--- src/rtl/state_unpack_cit__unpack_poly_group.sv ---
// rtl/state_unpack_cit__unpack_poly_group.sv - serial 3-bit ciphertext group unpacker/decompressor
//
// Purpose: takes one packed 24-bit ciphertext group (8 x 3-bit compressed
// coefficients), then decompresses one coefficient per clock through a single
// shared multiply/round datapath, x = (t*KYBER_Q + 4) >> 3. All eight results
// are published together on oCoeffs with a one-cycle done pulse.
//
// Ports:
//   clk                input   system clock, rising edge
//   reset_n            input   asynchronous active-low reset
//   enable             input   start request, only honoured while idle
//   iCiphertext_Group  input   [23:16]=byte0, [15:8]=byte1, [7:0]=byte2
//   busy               output  high while a group is being unpacked
//   Unpack_Group_done  output  one-cycle pulse, oCoeffs valid from this cycle
//   oCoeffs            output  [95:84]=coeff0 ... [11:0]=coeff7

// Decompression of a single 3-bit coefficient.
// Ports: t_i (compressed value), x_o (coefficient in Z_q, always < KYBER_Q).
module state_unpack_cit__decompress3 #(
    parameter int KYBER_Q = 3329
) (
    input  logic [2:0]  t_i,
    output logic [11:0] x_o
);
    // Max t*Q + 4 = 7*3329 + 4 = 23307, so 15 bits hold the full sum.
    logic [14:0] prod;
    logic [14:0] rounded;

    assign prod    = {12'd0, t_i} * 15'(KYBER_Q);
    assign rounded = prod + 15'd4;
    assign x_o     = rounded[14:3];
endmodule

module state_unpack_cit__unpack_poly_group #(
    parameter int KYBER_Q            = 3329,
    parameter int Compress_Bits      = 3,
    parameter int i_Ciphertext_Width = 24,
    parameter int o_Coeffs_Width     = 12,
    parameter int Coeffs_Per_Group   = 8
) (
    input  logic                                       clk,
    input  logic                                       reset_n,
    input  logic                                       enable,
    input  logic [i_Ciphertext_Width-1:0]              iCiphertext_Group,
    output logic                                       busy,
    output logic                                       Unpack_Group_done,
    output logic [Coeffs_Per_Group*o_Coeffs_Width-1:0] oCoeffs
);
    typedef enum logic [1:0] {
        ST_IDLE   = 2'd0,
        ST_UNPACK = 2'd1,
        ST_FINISH = 2'd2
    } state_t;

    localparam logic [2:0] LAST_IDX = 3'(Coeffs_Per_Group - 1);

    state_t                                     state_q;
    logic [i_Ciphertext_Width-1:0]              grp_q;
    logic [2:0]                                 idx_q;
    logic [2:0]                                 idx_d;
    logic                                       busy_q;
    logic                                       done_q;
    logic [o_Coeffs_Width-1:0]                  coef_q [Coeffs_Per_Group];
    logic [Coeffs_Per_Group*o_Coeffs_Width-1:0] coeffs_q;
    logic [Coeffs_Per_Group*o_Coeffs_Width-1:0] coeffs_d;
    logic [i_Ciphertext_Width-1:0]              stream_d;
    logic [Compress_Bits-1:0]                   t_cur;
    logic [11:0]                                x_cur;

    // Little-endian bitstream: byte0 occupies the low bits, so coefficient j
    // is simply stream[3j+2:3j]. Reordering happens once, at latch time.
    assign stream_d = {iCiphertext_Group[7:0],
                       iCiphertext_Group[15:8],
                       iCiphertext_Group[23:16]};

    assign t_cur = grp_q[Compress_Bits*idx_q +: Compress_Bits];
    assign idx_d = idx_q + 3'd1;

    state_unpack_cit__decompress3 #(
        .KYBER_Q (KYBER_Q)
    ) u_decompress (
        .t_i (t_cur),
        .x_o (x_cur)
    );

    // coeff0 lands in the most significant slot of the output word.
    always_comb begin
        coeffs_d = '0;
        for (int i = 0; i < Coeffs_Per_Group; i++) begin
            coeffs_d[(Coeffs_Per_Group-1-i)*o_Coeffs_Width +: o_Coeffs_Width] = coef_q[i];
        end
    end

    always_ff @(posedge clk or negedge reset_n) begin
        if (!reset_n) begin
            state_q  <= ST_IDLE;
            grp_q    <= '0;
            idx_q    <= 3'd0;
            busy_q   <= 1'b0;
            done_q   <= 1'b0;
            coeffs_q <= '0;
            for (int i = 0; i < Coeffs_Per_Group; i++) begin
                coef_q[i] <= '0;
            end
        end else begin
            done_q <= 1'b0;
            case (state_q)
                ST_IDLE: begin
                    if (enable) begin
                        grp_q   <= stream_d;
                        idx_q   <= 3'd0;
                        busy_q  <= 1'b1;
                        state_q <= ST_UNPACK;
                    end
                end
                ST_UNPACK: begin
                    coef_q[idx_q] <= x_cur;
                    idx_q         <= idx_d;
                    if (idx_q == LAST_IDX) begin
                        state_q <= ST_FINISH;
                    end
                end
                ST_FINISH: begin
                    // Only point where oCoeffs changes, so partial groups never leak out.
                    coeffs_q <= coeffs_d;
                    done_q   <= 1'b1;
                    busy_q   <= 1'b0;
                    idx_q    <= 3'd0;
                    state_q  <= ST_IDLE;
                end
                default: begin
                    busy_q  <= 1'b0;
                    idx_q   <= 3'd0;
                    state_q <= ST_IDLE;
                end
            endcase
        end
    end

    assign busy              = busy_q;
    assign Unpack_Group_done = done_q;
    assign oCoeffs           = coeffs_q;
endmodule

--- config.mk ---
export PLATFORM = sky130hd
export DESIGN_NAME = state_unpack_cit__unpack_poly_group
export DESIGN_NICKNAME = d
export VERILOG_FILES = /design/src/rtl/state_unpack_cit__unpack_poly_group.sv
export SDC_FILE = /design/constraint.sdc
export NUM_CORES = 1
export LEC_CHECK = 0
export CAP_MARGIN = 0
export CELL_PAD_IN_SITES_DETAIL_PLACEMENT = 2
export CELL_PAD_IN_SITES_GLOBAL_PLACEMENT = 2
export CORE_MARGIN = 2
export CORE_UTILIZATION = 30
export DETAILED_ROUTE_END_ITERATION = 10
export PLACE_DENSITY_LB_ADDON = 0.1
export SYNTH_ARGS = -nofsm -noshare
export SYNTH_HDL_FRONTEND = slang
export SYNTH_SLANG_ARGS = --single-unit
--- constraint.sdc ---
create_clock -name clk -period 5.7 [get_ports clk]
set_input_delay 0.855 -clock clk [delete_from_list [all_inputs] [get_ports clk]]
set_output_delay 0.855 -clock clk [all_outputs]
set_load 0.01 [all_outputs]
==> metrics.csv, run 1 <==
stage,metric,value,unit
floorplan,num ports,125,
global_routing,global-route wire length before repair,25700,µm
pwr,internal power,3270,µW
timing,Tightest Pin Transition,1260,ps
cts,CTS H-Tree Depth,4,
synth,mux share of post-synthesis cell area,0.272,
synth,total standard cell area after synthesis,0.00661,mm²
worst_setup_path,Bufs and invs on worst path,2,
synth,mean area per synthesized cell,14.8,µm²
worst_setup_path,crit path launch type,flip-flop,
final_layout,fill count,2160,
timing,"Hold Violations, Final",0,
synth,synthesized instance count,446,
flow_run,# Max-Cap Violations,0,
timing,max-slew violations,0,
drt,Post-DRT Antenna Nets,0,
worst_setup_path,"Worst Path Class, Setup",reg -> reg,
worst_setup_path,Top Family by Delay on Critical Path,adder cells,
synth,flip-flop cell with the highest count after synthesis,sky130_fd_sc_hd__dfrtp_1,
pwr,switching share of power,0.353,
worst_setup_path,Crit-path slowest cell,sky130_fd_sc_hd__dfrtp_1,
global_routing,pin count of the biggest net entering global routing,101,
cts,Clock Latency Late Sink,420,ps
synth,fraction of the mapped netlist area in compound gates,0.0144,
floorplan,x dimension of the die,152,µm
pwr,Worst IR Drop VDD,356,µV
floorplan,area of the placeable core,0.0218,mm²
cts,PostCTS Resize Cnt,0,
floorplan,Initial Utilization,0.304,
worst_setup_path,largest fanout on the critical path,17,
timing,final total negative setup slack,0,ps
cts,CTS max path bufs,2,
cts,Clock Pin Slew Worst Setup and Hold Paths,60,ps
floorplan,total die area,0.0232,mm²
synth,leading area contributor after synthesis,sky130_fd_sc_hd__dfrtp_1,
global_routing,Total Routing Usage GR,0.143,
synth,dominant combinational cell family by area after synthesis,multiplexers,
drt,detailed router's first-iteration violation count,82,
synth,warning count from the yosys run,0,
global_routing,number of global-route vias before repair,4369,
pwr,net switching power,1780,µW
synth,number of flops mapped to enable cells by yosys,0,
min_path,hold-critical path depth,1,
timing,RSZ-0062 raised after global routing,false,
placement,Final Wtd Congestion,0.714,
drt,routed length per placed instance,19.0,µm
cts,TritonCTS clock tree,yes,
cts,cts hold-fix bufs,0,
global_routing,Overflow after GRT,0,
cts,clock sink count,159,
cts,clock buffers created by TritonCTS,17,
synth,post-synth cell types,31,
pwr,sequential share of power,0.384,
worst_setup_path,Worst Setup End Kind,flip-flop,
final_layout,post-layout utilization of the core,0.380,
global_routing,number of antenna violations at the first check in global routing,0,
timing,crit share post-route,0.676,
synth,top cell type's share of synthesized area,0.602,
timing,worst max-slew margin expressed relative to the limit,0.162,
pwr,clock share of power,0.224,
floorplan,row cnt,54,
synth,Adder-Cell Fraction of Synth Area,0.0201,
synth,share of flip-flops with an asynchronous set or reset,1.00,
worst_setup_path,Worst Reg2Reg Path Length in Cells,11,
pwr,portion of total power attributed to combinational logic,0.392,
placement,I/O Buffers,92,
drt,DRC errors left,0,
drt,number of vias per cell,4.50,
floorplan,Die Span Y,152,µm
worst_setup_path,data arrival time of the worst path,4210,ps
cts,post-CTS setup buffer count,0,
worst_setup_path,ordered cell list for the critical path,mux2i_1 -> nor3_1 -> or4_1 -> ha_1 -> inv_1 -> ha_1 -> ha_1 -> inv_1 -> fa_1 -> xnor2_1 -> mux2_2,
worst_setup_path,most repeated library cell on the critical path,sky130_fd_sc_hd__ha_1,
drt,aggregate routed wire length,15700,µm
min_path,min-delay worst type,reg -> reg,
synth,"basic-gate share of the synthesized area counting and, or, nand and nor cells",0.0322,
worst_setup_path,Worst path max stage delay,870,ps
cts,root cell of the clock tree,sky130_fd_sc_hd__clkbuf_16,
synth,sequential share of the synthesized area,0.602,
timing,top achievable clock speed,0.259,GHz
worst_setup_path,critical path required time,6050,ps
outcome,outcome,"complete, no violations",
final_layout,Diodes inserted,0,
synth,Post-Synth XOR/XNOR Area,0.00133,
worst_setup_path,total stage count of the critical path,11,
placement,HPWL after DPL,10900,µm
pwr,pwr/cell area,611,mW/mm²
final_layout,fraction of layout cells with a size suffix above 1,0.332,
synth,flip-flop and latch count after synthesis,159,
final_layout,area delta synth->final,25.1,%
timing,Clock Skews,8.70,ps
timing,setup violators final,0,
synth,dominant cells by area after synthesis,"sky130_fd_sc_hd__dfrtp_1, sky130_fd_sc_hd__mux2_2, sky130_fd_sc_hd__buf_4, sky130_fd_sc_hd__mux2i_1, sky130_fd_sc_hd__ha_1",
pwr,static leakage,0.00379,µW
drt,via count,3728,
final_layout,number of nets at the end of the flow,573,
drt,drt first pass iters,4,
timing,post-layout minimum cycle time,3860,ps
synth_stat cells (2+ instances only):
cell type and number:
sky130_fd_sc_hd__nor3_1 3, sky130_fd_sc_hd__ha_1 9, sky130_fd_sc_hd__o21ai_0 8, sky130_fd_sc_hd__nor3b_1 3, sky130_fd_sc_hd__nand2b_1 4, sky130_fd_sc_hd__mux2i_1 15
sky130_fd_sc_hd__nor2_1 17, sky130_fd_sc_hd__mux2_4 7, sky130_fd_sc_hd__or4_1 3, sky130_fd_sc_hd__buf_2 12, sky130_fd_sc_hd__o31ai_1 4, sky130_fd_sc_hd__inv_1 7
sky130_fd_sc_hd__a21oi_1 2, sky130_fd_sc_hd__buf_6 2, sky130_fd_sc_hd__or3_1 2, sky130_fd_sc_hd__clkbuf_1 8, sky130_fd_sc_hd__dfrtp_1 159, sky130_fd_sc_hd__mux2_2 137
sky130_fd_sc_hd__buf_4 32
registers in the layout (all words and copies together), names as in the netlist:
signal / count
busy: 1
grp_q: 24
Unpack_Group_done: 1
coef_q: 64
oCoeffs: 64
idx_q: 3
state_q: 2
final timing paths:
check | start | end | slack, ps
worst max-delay path | idx_q[0]$_DFFE_PN0N_ | coef_q[47]$_DFFE_PN0P_ | 1840
worst min-delay path | busy$_DFFE_PN0P_ | busy$_DFFE_PN0P_ | 500
worst max register to register | idx_q[0]$_DFFE_PN0N_ | coef_q[47]$_DFFE_PN0P_ | 1840
worst min register to register | busy$_DFFE_PN0P_ | busy$_DFFE_PN0P_ | 500
max in group asynchronous | reset_n | oCoeffs[35]$_DFFE_PN0P_ | 3760
min in group asynchronous | reset_n | Unpack_Group_done$_DFF_PN0_ | 520
metrics by stage:
stage	cells	area, µm²	power (µW)	setup slack (ps)	hold slack (ps)
finish	829	8270	5050	1840	498
floorplan	477	6730	3050	2440	465
global route	829	8270	5410	1570	520
global placement	797	7670	3920	1940	476
detailed placement	797	7670	4010	1840	484
CTS	829	8270	5170	1750	505
worst reg2reg max path: stages, from the launching register on:
cell,delay [ps]
sky130_fd_sc_hd__dfrtp_1,870
sky130_fd_sc_hd__mux2i_1,280
sky130_fd_sc_hd__nor3_1,100
sky130_fd_sc_hd__or4_1,590
sky130_fd_sc_hd__ha_1,310
sky130_fd_sc_hd__inv_1,40
sky130_fd_sc_hd__ha_1,270
sky130_fd_sc_hd__ha_1,140
sky130_fd_sc_hd__inv_1,50
sky130_fd_sc_hd__fa_1,380
sky130_fd_sc_hd__xnor2_1,500
sky130_fd_sc_hd__mux2_2,280
power by group through the flow:
stage	Clock, µW	Sequential, µW	Combinational (µW)
after floorplan	0	1870	1180
after global placement	0	1960	1950
after detailed placement	0	1980	2030
after CTS	1170	1960	2040
after global routing	1220	2010	2180
final	1130	1940	1980
kinds of logic after synthesis:
kind of cell / after synthesis
flops: 159
mux: 159
fa+ha+maj: 10
buf+inv: 61
simple gates: 39
other cells: 1
xor+xnor: 1
compound gates: 16
layout by cell type, fill, tap and decap left out, drive strengths merged, types with 2 or more instances in the layout:
cell,count
mux2,144
bufinv,2
inv,8
clkbuf,19
o21ai,8
clkinvlp,4
clkinv,6
ha,9
conb,32
nor2,18
or3,2
mux2i,15
a21oi,2
nor3b,4
buf,3
dfrtp,159
clkdlybuf4s50,91
o31ai,4
nand2b,4
or4,3
nor3,3
cell type report:
| cell class | instances | area (µm²) | area share |
|---|---|---|---|
| Clock inverter | 13 | 139 | 0.0168 |
| Inverter | 7 | 26.3 | 0.00318 |
| Multi-Input combinational cell | 257 | 2380 | 0.288 |
| Timing Repair Buffer | 94 | 937 | 0.113 |
| Tap cell | 280 | 350 | 0.0424 |
| Sequential cell | 159 | 3980 | 0.481 |
| Clock buffer | 19 | 453 | 0.0548 |
routing by layer:
layer | global-route usage | up-vias | part of all wire
met5 | 0 | - | 0
met4 | 0.0494 | 0 | 0.015
met3 | 0.0256 | 19 | 0.027
met2 | 0.244 | 70 | 0.50
met1 | 0.184 | 1963 | 0.46
li1 | - | 1676 | -
(Power assumes the default switching activity.)
==> run 2, diff against run 1 <==
==> constraint.sdc (replaced) <==
create_clock -name clk -period 3.35 [get_ports clk]
set_input_delay 0.5025 -clock clk [delete_from_list [all_inputs] [get_ports clk]]
set_output_delay 0.5025 -clock clk [all_outputs]
set_load 0.01 [all_outputs]
==> run 2 against run 1 <==
  * Total power grew 80%
  * Via count grew 1.6%
  * Non-clock buffer count grew 21
  * Worst hold slack lost 450 ps
  * Largest cell class unchanged
  * Highest routed layer unchanged
==> metrics.csv, run 2 (synthesis gave the netlist of run 1 again) <==
stage,metric,value,unit
cts,Clock Latency Late Sink,420,ps
drt,detailed router's first-iteration violation count,85,
pwr,total power after layout,9090,µW
final_layout,Diodes inserted,0,
placement,Final Wtd Congestion,0.748,
floorplan,Die Span Y,152,µm
worst_setup_path,most repeated library cell on the critical path,sky130_fd_sc_hd__ha_1,
final_layout,most common library cell in the layout ignoring fill and taps,sky130_fd_sc_hd__dfrtp_1,
drt,Post-DRT Antenna Nets,0,
pwr,Worst IR Drop VDD,544,µV
final_layout,"top library cells by usage in the layout, fill and taps aside","sky130_fd_sc_hd__dfrtp_1, sky130_fd_sc_hd__mux2_2, sky130_fd_sc_hd__clkdlybuf4s50_1",
placement,HPWL after DPL,11300,µm
drt,DRC errors left,0,
worst_setup_path,Worst path max stage delay,590,ps
drt,via count,3789,
timing,crit share post-route,0.987,
final_layout,fill count,2174,
cts,CTS max path bufs,2,
worst_setup_path,largest fanout on the critical path,8,
global_routing,Overflow after GRT,0,
global_routing,Total Routing Usage GR,0.145,
final_layout,fraction of layout cells with a size suffix above 1,0.366,
cts,Clock Pin Slew Worst Setup and Hold Paths,70,ps
worst_setup_path,worst r2r dst,coef_q[10]$_DFFE_PN0P_,
worst_setup_path,R2R Setup Slk,40,ps
floorplan,Initial Utilization,0.304,
timing,Tightest Pin Transition,783,ps
floorplan,area of the placeable core,0.0218,mm²
cts,cts hold-fix bufs,0,
cts,clock sink count,159,
drt,aggregate routed wire length,15800,µm
outcome,outcome,"complete, no violations",
worst_setup_path,Worst Setup End Kind,flip-flop,
cts,root cell of the clock tree,sky130_fd_sc_hd__clkbuf_16,
global_routing,number of antenna violations at the first check in global routing,0,
min_path,min-delay worst type,in -> async,
timing,"Hold Violations, Final",0,
worst_setup_path,first element of the critical path,idx_q[0]$_DFFE_PN0N_,
worst_setup_path,CP endpoint,coef_q[10]$_DFFE_PN0P_,
worst_setup_path,ordered cell list for the critical path,buf_12 -> buf_4 -> mux2i_1 -> nor2_1 -> or4_1 -> ha_1 -> ha_1 -> ha_1 -> inv_1 -> fa_2 -> o31ai_2,
worst_setup_path,data arrival time of the worst path,3620,ps
floorplan,row cnt,54,
timing,setup violators final,0,
flow_run,# Max-Cap Violations,0,
timing,top achievable clock speed,0.302,GHz
timing,final total negative setup slack,0,ps
timing,worst max-slew margin expressed relative to the limit,0.476,
floorplan,x dimension of the die,152,µm
global_routing,number of global-route vias before repair,4383,
cts,clock buffers created by TritonCTS,17,
global_routing,global-route wire length before repair,26100,µm
timing,max-slew violations,0,
cts,TritonCTS clock tree,yes,
cts,CTS H-Tree Depth,4,
worst_setup_path,"Worst Path Class, Setup",reg -> reg,
pwr,pwr/cell area,1060,mW/mm²
floorplan,total die area,0.0232,mm²
timing,post-layout minimum cycle time,3310,ps
drt,drt first pass iters,4,
timing,Clock Skews,10.9,ps
worst_setup_path,critical path required time,3660,ps
worst_setup_path,Worst Reg2Reg Path Length in Cells,11,
placement,I/O Buffers,92,
final_layout,area delta synth->final,29.3,%
drt,routed length per placed instance,18.6,µm
global_routing,pin count of the biggest net entering global routing,72,
pwr,static leakage,0.00394,µW
final_layout,number of nets at the end of the flow,594,
worst_setup_path,crit path launch type,flip-flop,
worst_setup_path,Crit-path slowest cell,sky130_fd_sc_hd__or4_1,
floorplan,num ports,125,
worst_setup_path,startpoint of the worst register-to-register path,idx_q[0]$_DFFE_PN0N_,
drt,number of vias per cell,4.46,
run 2: cell count changes in the layout (fill, tap and decap cells not counted), moves of 2 or more:
| cell | previous run | this run |
|---|---|---|
| sky130_fd_sc_hd__buf_4 | 2 | 21 |
| sky130_fd_sc_hd__dfrtp_2 | 0 | 3 |
| sky130_fd_sc_hd__clkbuf_1 | 0 | 3 |
| sky130_fd_sc_hd__buf_12 | 0 | 2 |
| sky130_fd_sc_hd__bufinv_16 | 2 | 5 |
| sky130_fd_sc_hd__clkinv_2 | 4 | 0 |
| sky130_fd_sc_hd__o31ai_2 | 0 | 3 |
| sky130_fd_sc_hd__dfrtp_1 | 159 | 156 |
| sky130_fd_sc_hd__clkinv_4 | 2 | 0 |
| sky130_fd_sc_hd__o31ai_1 | 4 | 1 |
run 2: routing by layer:
metal / track usage / vias up / part of all wire
met1: 0.193 / 1992 / 0.45
met5: 0 / - / 0
met4: 0.0366 / 0 / 0.0094
met2: 0.239 / 72 / 0.51
li1: - / 1715 / -
met3: 0.0353 / 10 / 0.031
run 2: repair_timing:
item,in CTS,in global routing
setup endpoints to repair,16,13
pin swaps,0,2
resized for setup,5,6
buffers inserted,1,1
run 2: metrics by stage:
step / hold slack (ps) / std cells / setup slack [ps] / util / instance area, µm²
after detailed placement: 485 / 816 / -401 / 0.360 / 7830
final: 48.8 / 849 / 42.6 / 0.393 / 8550
after global routing: 69.5 / 849 / -41.2 / 0.393 / 8550
after CTS: 61.7 / 848 / 34.4 / 0.391 / 8500
after global placement: 480 / 816 / -139 / 0.360 / 7830
after floorplan: 207 / 477 / 85.4 / - / 6730
run 2: worst min-delay path by stage:
stage / startpoint / to / slack, ps
finish: reset_n / Unpack_Group_done$_DFF_PN0_ / 50
global route: reset_n / Unpack_Group_done$_DFF_PN0_ / 70
CTS: reset_n / Unpack_Group_done$_DFF_PN0_ / 60
global placement: busy$_DFFE_PN0P_ / busy$_DFFE_PN0P_ / 480
floorplan: reset_n / Unpack_Group_done$_DFF_PN0_ / 210
detailed placement: busy$_DFFE_PN0P_ / busy$_DFFE_PN0P_ / 480
run 2: where the power goes:
part	internal (µW)	total, µW	switching [µW]
clock network	1360	2120	761
logic	1910	3710	1790
registers	2730	3260	532
total	6010	9090	3090
run 2: cell type report:
class                           count  area (µm²)  share of cell area
Timing Repair Buffer              115        1120               0.131
Clock buffer                       22         464              0.0543
Inverter                            7        26.3             0.00307
Clock inverter                      9         181              0.0212
Multi-Input combinational cell    257        2420               0.283
Tap cell                          280         350              0.0410
Sequential cell                   159        3980               0.466
run 2: worst max-delay path, delay by kind of cell, from the launching register on:
kind,cells,cell delay (ps)
DFF,1,430
AOI/OAI and AO/OA,1,270
and+or+nand+nor,2,690
adders and majority gates,4,1260
buffers and inverters,3,380
muxes,1,180
